===== config.mk =====
export PLATFORM = sky130hd
export DESIGN_NAME = hex_lcd_formatter
export DESIGN_NICKNAME = d
export VERILOG_FILES = /design/src/rtl/hex_lcd_pkg.sv /design/src/rtl/hex_ascii.sv /design/src/rtl/hex_lcd_formatter.sv
export SDC_FILE = /design/constraint.sdc
export NUM_CORES = 1
export LEC_CHECK = 0
export ABC_AREA = 1
export CAP_MARGIN = 20
export CELL_PAD_IN_SITES_DETAIL_PLACEMENT = 0
export CELL_PAD_IN_SITES_GLOBAL_PLACEMENT = 1
export CORE_UTILIZATION = 38
export DETAILED_ROUTE_END_ITERATION = 8
export PLACE_DENSITY_LB_ADDON = 0.2
export REMOVE_ABC_BUFFERS = 1
export SLEW_MARGIN = 15
export SYNTH_ARGS = -nofsm -noshare
export SYNTH_HDL_FRONTEND = slang
export SYNTH_SLANG_ARGS = --single-unit

===== constraint.sdc =====
create_clock -name clk -period 3.25 [get_ports clk]
set_input_delay 0.4875 -clock clk [delete_from_list [all_inputs] [get_ports clk]]
set_output_delay 0.4875 -clock clk [all_outputs]
set_load 0.01 [all_outputs]

===== src/rtl/hex_lcd_pkg.sv =====
// Shared types and ASCII constants for the LCD hex field formatter.
package hex_lcd_pkg;

  typedef enum logic [1:0] {
    IDLE = 2'd0,
    CONV = 2'd1,
    REQ  = 2'd2
  } state_t;

  localparam logic [7:0] ASCII_SPACE = 8'h20;
  localparam logic [7:0] ASCII_0     = 8'h30;
  localparam logic [7:0] ASCII_A_LC  = 8'h61;
  localparam logic [7:0] ASCII_A_UC  = 8'h41;

endpackage


===== src/rtl/hex_ascii.sv =====
// Nibble to ASCII hex digit.
//   nib   : 4-bit value
//   chr_c : ASCII character, letters upper case when UPPER=1
module hex_ascii
  import hex_lcd_pkg::*;
#(
  parameter bit UPPER = 1'b0
) (
  input  logic [3:0] nib,
  output logic [7:0] chr_c
);

  localparam logic [7:0] BASE = UPPER ? ASCII_A_UC : ASCII_A_LC;

  always_comb begin
    chr_c = ASCII_0 + 8'(nib);
    if (nib >= 4'd10) chr_c = BASE + 8'(nib - 4'd10);
  end

endmodule


===== src/rtl/hex_lcd_formatter.sv =====
// Renders changed channels as hex into the LCD string, one digit per
// cycle, then requests a single LCD refresh per batch of conversions.
//   clk, rst      : clock, asynchronous active-low reset
//   ch_data       : NCH channel values, channel 0 in the top DW bits
//   ch_en         : per-channel render enable (bit c = channel c)
//   force_redraw  : one-cycle pulse, redraw every enabled channel
//   disp_busy     : LCD driver busy, refresh request withheld while high
//   strdata       : display string, char 0 in the top byte
//   cls           : one-cycle refresh request
//   fmt_busy      : formatter not idle
module hex_lcd_formatter
  import hex_lcd_pkg::*;
#(
  parameter int unsigned      NCH   = 4,
  parameter int unsigned      DW    = 32,
  parameter int unsigned      NCHAR = 32,
  // Four 8-digit fields tiling the two 16-char rows.
  parameter logic [NCH*8-1:0] POS   = {8'd0, 8'd8, 8'd16, 8'd24},
  parameter bit               UPPER = 1'b0
) (
  input  logic                clk,
  input  logic                rst,
  input  logic [NCH*DW-1:0]   ch_data,
  input  logic [NCH-1:0]      ch_en,
  input  logic                force_redraw,
  input  logic                disp_busy,
  output logic [NCHAR*8-1:0]  strdata,
  output logic                cls,
  output logic                fmt_busy
);

  localparam int unsigned ND = DW / 4;
  localparam int unsigned KW = (ND > 1) ? $clog2(ND) : 1;
  localparam int unsigned CW = (NCH > 1) ? $clog2(NCH) : 1;

  // Parameter sanity: digit-aligned width, fields inside the string, no overlap.
  if (DW % 4 != 0) begin : g_dw_chk
    $error("DW must be a multiple of 4");
  end
  for (genvar a = 0; a < NCH; a++) begin : g_pos_chk
    localparam int PA = int'(POS[(NCH-1-a)*8 +: 8]);
    if (PA + int'(ND) > int'(NCHAR)) begin : g_range
      $error("field of channel %0d exceeds the display string", a);
    end
    for (genvar b = a + 1; b < NCH; b++) begin : g_ovl
      localparam int PB = int'(POS[(NCH-1-b)*8 +: 8]);
      if (PA < PB + int'(ND) && PB < PA + int'(ND)) begin : g_hit
        $error("fields of channels %0d and %0d overlap", a, b);
      end
    end
  end

  state_t          state;
  logic [DW-1:0]   snap [NCH];
  logic [NCH-1:0]  pend;
  logic [CW-1:0]   cur;
  logic [KW-1:0]   k;

  logic [DW-1:0]   ch_c [NCH];
  logic [NCH-1:0]  dirty_c;
  logic [NCH-1:0]  pend_nxt_c;
  logic            any_dirty_c;
  logic [CW-1:0]   pick_c;
  logic            latch_c;
  logic [DW-1:0]   cur_snap_c;
  logic [7:0]      pos_c;
  logic [7:0]      idx_c;
  logic [3:0]      nib_c;
  logic [7:0]      chr_c;

  // Dirty tracking, lowest-index pick and pending-redraw update.
  always_comb begin
    any_dirty_c = 1'b0;
    pick_c      = '0;
    for (int c = 0; c < NCH; c++) begin
      ch_c[c]    = ch_data[(NCH-1-c)*DW +: DW];
      dirty_c[c] = ch_en[c] & (pend[c] | (ch_c[c] != snap[c]));
    end
    for (int c = NCH - 1; c >= 0; c--) begin
      if (dirty_c[c]) begin
        any_dirty_c = 1'b1;
        pick_c      = CW'(c);
      end
    end
    latch_c = any_dirty_c &
              ((state == IDLE) || ((state == CONV) && (k == KW'(ND - 1))));
    // A force in the latch cycle re-arms the channel being latched.
    for (int c = 0; c < NCH; c++) begin
      pend_nxt_c[c] = (pend[c] & ~(latch_c && (pick_c == CW'(c)))) |
                      (ch_en[c] & force_redraw);
    end
  end

  // Current digit and its character position.
  always_comb begin
    cur_snap_c = '0;
    pos_c      = '0;
    nib_c      = '0;
    for (int c = 0; c < NCH; c++) begin
      if (cur == CW'(c)) begin
        cur_snap_c = snap[c];
        pos_c      = POS[(NCH-1-c)*8 +: 8];
      end
    end
    for (int d = 0; d < ND; d++) begin
      if (k == KW'(d)) nib_c = cur_snap_c[(ND-1-d)*4 +: 4];
    end
    idx_c = pos_c + 8'(k);
  end

  hex_ascii #(.UPPER(UPPER)) u_hex_ascii (
    .nib   (nib_c),
    .chr_c (chr_c)
  );

  // Control FSM with registered outputs.
  always_ff @(posedge clk or negedge rst) begin
    if (!rst) begin
      state    <= IDLE;
      strdata  <= {NCHAR{ASCII_SPACE}};
      cls      <= 1'b0;
      fmt_busy <= 1'b0;
      pend     <= '0;
      cur      <= '0;
      k        <= '0;
      for (int c = 0; c < NCH; c++) snap[c] <= '0;
    end else begin
      cls  <= 1'b0;
      pend <= pend_nxt_c;
      if (latch_c) begin
        for (int c = 0; c < NCH; c++) begin
          if (pick_c == CW'(c)) snap[c] <= ch_c[c];
        end
      end
      case (state)
        IDLE: begin
          if (any_dirty_c) begin
            cur      <= pick_c;
            k        <= '0;
            state    <= CONV;
            fmt_busy <= 1'b1;
          end
        end
        CONV: begin
          for (int i = 0; i < NCHAR; i++) begin
            if (idx_c == 8'(i)) strdata[(NCHAR-1-i)*8 +: 8] <= chr_c;
          end
          if (k == KW'(ND - 1)) begin
            // Chain the next dirty channel into the same batch.
            if (any_dirty_c) begin
              cur <= pick_c;
              k   <= '0;
            end else begin
              state <= REQ;
            end
          end else begin
            k <= k + KW'(1);
          end
        end
        REQ: begin
          if (!disp_busy) begin
            cls      <= 1'b1;
            state    <= IDLE;
            fmt_busy <= 1'b0;
          end
        end
        default: begin
          state    <= IDLE;
          fmt_busy <= 1'b0;
        end
      endcase
    end
  end

endmodule

# Yosys cells after proc, flatten, opt, wreduce, memory -nomap -nowiden
# Index checks and enable logic that the tools add are counted.
# totals
ramBits,0
in_bits,136
register_bits,397
memories,0
elab_cells,219
romBits,0
latch_bits,0
# classes
shift,0
n_mul,0
bitwise,26
eq_ne,54
n_mux,40
n_div,0
n_lt_le_gt_ge,1
n_addsub,5
n_reduce_logical,51
# op_table
op,count
$eq 8x5->1 const B,16
$mux 32,4
$ne 32x32->1,4
$reduce_and 2->1,37
$eq 8x4->1 const B,8
$mux 4,9
$eq 8x3->1 const B,4
$mux 8,3
$mux 2,10
$eq 8x2->1 const B,2
$and 1x1->1,13
$eq 3x3->1 const B,4
$eq 2x2->1 const B,5
$add 7x8->8 const A,1
$add 8x3->8,1
$eq 8x1->1 const B,1
$logic_not 8->1,1
$mux 1,8
$or 1x1->1,8
$add 6x4->7 const A,1
$eq 2x1->1 const B,3
$eq 3x2->1 const B,2
$logic_not 2->1,3
$mux 3,2
17 further kinds,27

# Logic depth before layout (Yosys ltp)
# logic_depth
ltp_word,16
depth_mapped,32
depth_no_buf,31

# By module
# From an unflattened synthesis, not the netlist that was laid out.
# unflattened
cells_unflattened,2171
hier_area_um2,18131.1
# modules_own_cells
module,instances,seq_area_each_um2,cells_each,area_each_um2
hex_lcd_formatter,1,9974.6,2126,17870.9
hex_ascii,1,0.0,45,260.2

# Least setup slack after synthesis
# OpenSTA, ideal clock, no wires.
# synth_timing
path_type,reg2reg
from,reg cur[1]
to,reg strdata[172]
required_time_ns,3.133
path_stages_with_launch,32
arrival_ns,2.876
slack_ns,0.256
n_path_buf,2
cell_sequence,dfrtp_1 > nor2_2 > buf_2 > nand2_1 > nand3_1 > nand2_1 > nand2_1 > nand2_1 > nand2_1 > nand2_1 > nand2_1 > nand2_1 > nand2_1 > nand2_1 > nand2_1 > nand2_1 > nand2_1 > nand2_1 > nand2_1 > nand2_1 > inv_1 > ha_1 > inv_1 > ha_1 > inv_1 > nor2_1 > inv_1 > nand2_1 > nand3_1 > buf_2 > nand2_1 > nand2_1
# synth_via
elab_chain_len,16
# synth_rtl
item,line_no,rtl
"start, declared",hex_lcd_formatter.sv:56,logic [CW-1:0] cur;
"start signal, assigned",hex_lcd_formatter.sv:138,cur <= pick_c;
"start signal, assigned",hex_lcd_formatter.sv:151,cur <= pick_c;
$logic_not 2->1,hex_lcd_formatter.sv:100,if (cur == CW'(c)) begin
$mux 32 (4 in a row),hex_lcd_formatter.sv:100,
$mux 4 (8 in a row),hex_lcd_formatter.sv:106,if (k == KW'(d)) nib_c = cur_snap_c[(ND-1-d)*4 +: 4];
$sub 4x4->5,hex_ascii.sv:17,if (nib >= 4'd10) chr_c = BASE + 8'(nib - 4'd10);
$add 7x8->8,hex_ascii.sv:17,
$mux 8,hex_ascii.sv:17,
"end signal, assigned",hex_lcd_formatter.sv:120,strdata <= {NCHAR{ASCII_SPACE}};
"end signal, assigned by index",hex_lcd_formatter.sv:146,if (idx_c == 8'(i)) strdata[(NCHAR-1-i)*8 +: 8] <= chr_c;
"end, declared",hex_lcd_formatter.sv:27,"output logic [NCHAR*8-1:0] strdata,"
# Parallel ways exist; a longest one is shown, timed or not.
# A chain may end at the register's enable or synchronous reset.

# Worst setup path after layout
# layout_timing
from,reg cur[0]
to,reg strdata[172]
# The elaborated chain is that of the path after synthesis.

==> results.sh <==
export IMPL_status="finished, violations left"
export IMPL_violations="negative setup slack"
export IMPL_cts_sinks=397
export IMPL_ctsHtreeMaxLevel=2
export IMPL_p_per_area_mw_per_mm2=1210
export IMPL_grt_pass1_vias=16900
export IMPL_yosys_area_share_simple_pct=27.0
export IMPL_clk_pin_slew_ns=0.06
export IMPL_worst_slew_pin_slew_ns=0.877
export IMPL_yosys_register_bits=397
export IMPL_io_pins=394
export IMPL_ys_seq_area_share_pct=54.8
export IMPL_wl_met1_mm=29.1
export IMPL_grt_max_degree=85
export IMPL_die_h_um=221
export IMPL_cp_slowest_stage_delay_ns=0.47
export IMPL_whs_endpoint="strdata[85]"
export IMPL_dp_hpwl_mm=48.5
export IMPL_ir_worst_vdd_mv=0.879
export IMPL_cts_root_buf="clkbuf_16"
export IMPL_syn_avg_cell_area_um2=8.08
export IMPL_worstHoldStart="strdata[85]"
export IMPL_path_max_fanout=6
export IMPL_timing_rr_start="cur[0]"
export IMPL_cts_tree="built"
export IMPL_fin_crit_sh_pct=102
export IMPL_min_path_cells=2
export IMPL_synth_top_family_by_area="simple AND/OR/NAND/NOR gates"
export IMPL_wl_met3_mm=4.10
export IMPL_worst_path_max_delay_cell="dfrtp_2"
export IMPL_antenna_cells=0
export IMPL_relSlewSlack_pct=41.3
export IMPL_synth_compound_area_share_pct=8.43
export IMPL_detail_route_wl_per_cell_um=20.6
export IMPL_first_iter_violations=1506
export IMPL_worstReg2RegEnd="strdata[172]"
export IMPL_crit_chain="buf_6 -> nand2_8 -> buf_4 -> nor2_1 -> a221oi_1 -> buf_4 -> o21ai_0 -> nand2_1 -> nand2_1 -> nand2_2 -> nand2_4 -> inv_6 -> ha_4 -> inv_2 -> ha_4 -> inv_4 -> nor2_4 -> inv_1 -> nand2_2 -> nand3_4 -> clkbuf_16 -> nand2_2 -> nand2_1"
export IMPL_r2r_setup_slack_ns=-0.05
export IMPL_grt_pass1_wl_mm=103
export IMPL_critPathRequiredTime_ns=3.72
export IMPL_drv_cap=0
export IMPL_drc=0
export IMPL_layout_cells_non_filler=3408
export IMPL_insertion_delay_ns=0.59
export IMPL_ant_nets=0
export IMPL_hold_path_class="flip-flop to flip-flop"
export IMPL_syn_area_mm2=0.0182
export IMPL_vias=17600
export IMPL_syn_instance_count=2256
export IMPL_final_nets=2911
export IMPL_path_buf_inv=8
export IMPL_cp_data_arrival_time_ns=3.77
export IMPL_port_buffers=393
export IMPL_cts_buffers=45
export IMPL_fmax_ghz=0.303
export IMPL_setup_ws_ns=-0.0526
export IMPL_critPathLaunchType="flip-flop"
export IMPL_synth_distinct_cells=45
export IMPL_synth_mux_area_share_pct=0
export IMPL_synth_ff_type="dfrtp_1"
export IMPL_synth_edf_count=0
export IMPL_fin_skew_ns=0.0287
export IMPL_synth_xor_area_share_pct=2.26
export IMPL_drt_wl_total_mm=70.1
export IMPL_clockBufferDepth=3
export IMPL_place_congestion=0.904
export IMPL_rsz0062_at_grt="yes"
export IMPL_fillers=4224
export IMPL_finalHoldViolations=0
export IMPL_synth_warnings=0
export IMPL_setup_viol=21
export IMPL_vias_per_cell=5.15
export IMPL_gr_total_overflow=0
export IMPL_p_leak_uw=0.0128
export IMPL_synth_adder_area_share_pct=0.755
export IMPL_min_period_ns=3.30
export IMPL_dp_cells=3286
export IMPL_die_w_um=221
export IMPL_dieArea_mm2=0.0488
export IMPL_slew_viol_final=0
export IMPL_top_layer="met4"
export IMPL_worstSetupPathType="flip-flop to flip-flop"
export IMPL_dr_pass1_iters=5
export IMPL_grt_use_total_pct=27.4
export IMPL_place_ws_ns=-0.121
export IMPL_dr_wl_met2_mm=34.5
export IMPL_drive_above_1_share_pct=14.7
export IMPL_core_mm2=0.0470
export IMPL_start_util_pct=38.8
export IMPL_r2r_cells=23
export IMPL_synthArstFlopShare_pct=100
export IMPL_antenna_found_initial=0
export IMPL_worst_setup_path_end_kind="flip-flop"
export IMPL_cpLargestDelayFamily="buffers and inverters"
export IMPL_syn2layout_area_growth_pct=46.0
export IMPL_rows=79
-- through the flow --
stage / utilization, % / cell area, um2 / hold WS (ns) / total power [uW] / TNS (ns)
6_report: 56.6 / 26600 / 0.461 / 32200 / -0.467
5_1_grt: 56.6 / 26600 / 0.462 / 33700 / -33.49
4_1_cts: 54.1 / 25400 / 0.461 / 28600 / 0
3_5_place_dp: 50.3 / 23600 / 0.457 / 22200 / -13.32
3_3_place_gp: 50.3 / 23600 / 0.455 / 22000 / -0.0487
2_1_floorplan: - / 17900 / 0.192 / 14100 / -63.28
-- cell usage in the layout (no fill, tap or decap), types with 16 or more instances in the layout --
cell type | netlist | routed
inv_1 | 226 | 216
buf_4 | 2 | 85
clkbuf_16 | 0 | 58
o22ai_1 | 37 | 36
clkdlybuf4s50_1 | 0 | 392
xor2_1 | 31 | 31
o21ai_0 | 134 | 123
nand3_1 | 166 | 137
nand2_2 | 5 | 59
dfstp_2 | 32 | 32
dfrtp_1 | 365 | 363
xnor2_1 | 16 | 16
buf_12 | 0 | 30
nand2_1 | 881 | 797
o21ai_1 | 14 | 25
a21oi_1 | 36 | 35
nor2_1 | 129 | 125
nand2_4 | 0 | 24
nand3_2 | 0 | 26
-- state kept, by name (all words and copies together) (netlist names) --
name      flops
strdata     256
snap        128
pend          4
fmt_busy      1
k             3
state         2
cls           1
cur           2
-- layout make-up --
class / instances / area (um2) / area share (%)
Clock buffer: 64 / 1310 / 4.92
Clock inverter: 20 / 184 / 0.692
Inverter: 234 / 901 / 3.39
Multi-Input combinational cell: 1551 / 7750 / 29.1
Sequential cell: 397 / 9980 / 37.5
Tap cell: 607 / 759 / 2.86
Timing Repair Buffer: 535 / 5720 / 21.5
-- worst max-delay path by stage --
stage	start	end	slack, ns	depth (start not counted)
2_1_floorplan	cur[0]	strdata[100]	-0.53	28
3_3_place_gp	k[0]	strdata[109]	-0.009	30
6_report	cur[0]	strdata[172]	-0.05	23
5_1_grt	k[1]	strdata[172]	-0.27	32
3_5_place_dp	k[0]	strdata[211]	-0.12	30
4_1_cts	cur[1]	strdata[146]	0.003	31
-- cells by family after synthesis --
family / after synthesis
AO/OA/AOI/OAI: 267
XOR/XNOR: 47
adder cells (fa/ha/maj): 11
buffers and inverters: 308
flip-flops: 397
AND/OR/NAND/NOR: 1226
-- Yosys cell counts, drive strengths merged, types with 2 or more instances --
master   number  area [um2]
o221ai        2        17.5
o21ai       148         741
a2111oi       3        26.3
a31oi         3        18.8
nor4         10        62.6
inv         234         881
o22ai        37         231
and3          2        12.5
nand2       886        3340
dfrtp       365        9130
nor3         12        60.1
nand4        11        68.8
dfstp        32         841
nor2        132         508
or2           4        25.0
o2111ai      13         114
buf          43         234
a221oi       11        96.3
xnor2        16         140
o211ai        4        30.0
xor2         31         272
ha           11         138
clkbuf       31         116
a22o          2        17.5
a211oi        3        22.5
nand3       166         831
a21oi        36         180
-- repair_timing --
action / CTS / global route
gates cloned: 4 / 17
pin swaps: 3 / 74
hold buffers: 1 / 0
gates resized for setup: 23 / 209
endpoints found under the setup margin: 193 / 224
setup buffers: 8 / 10
endpoints found under the hold margin: 68 / 0
-- power by group --
| part | total (uW) | internal [uW] | switching, uW |
|---|---|---|---|
| registers | 8660 | 7000 | 1650 |
| clock network | 5120 | 2970 | 2150 |
| logic | 18400 | 8070 | 10300 |
-- layer usage --
| layer | GRT usage [%] | vias to the layer above |
|---|---|---|
| li1 | - | 8210 |
| met1 | 35.8 | 8557 |
| met2 | 46.2 | 664 |
| met3 | 4.09 | 123 |
| met4 | 9.52 | 0 |
| met5 | 0 | - |
-- worst min-delay path, cell delays in order, from the launching register on --
cell and delay, ns:
dfstp_2 0.37, nand2_1 0.05, nand2_1 0.04
(Power assumes the default switching activity.)
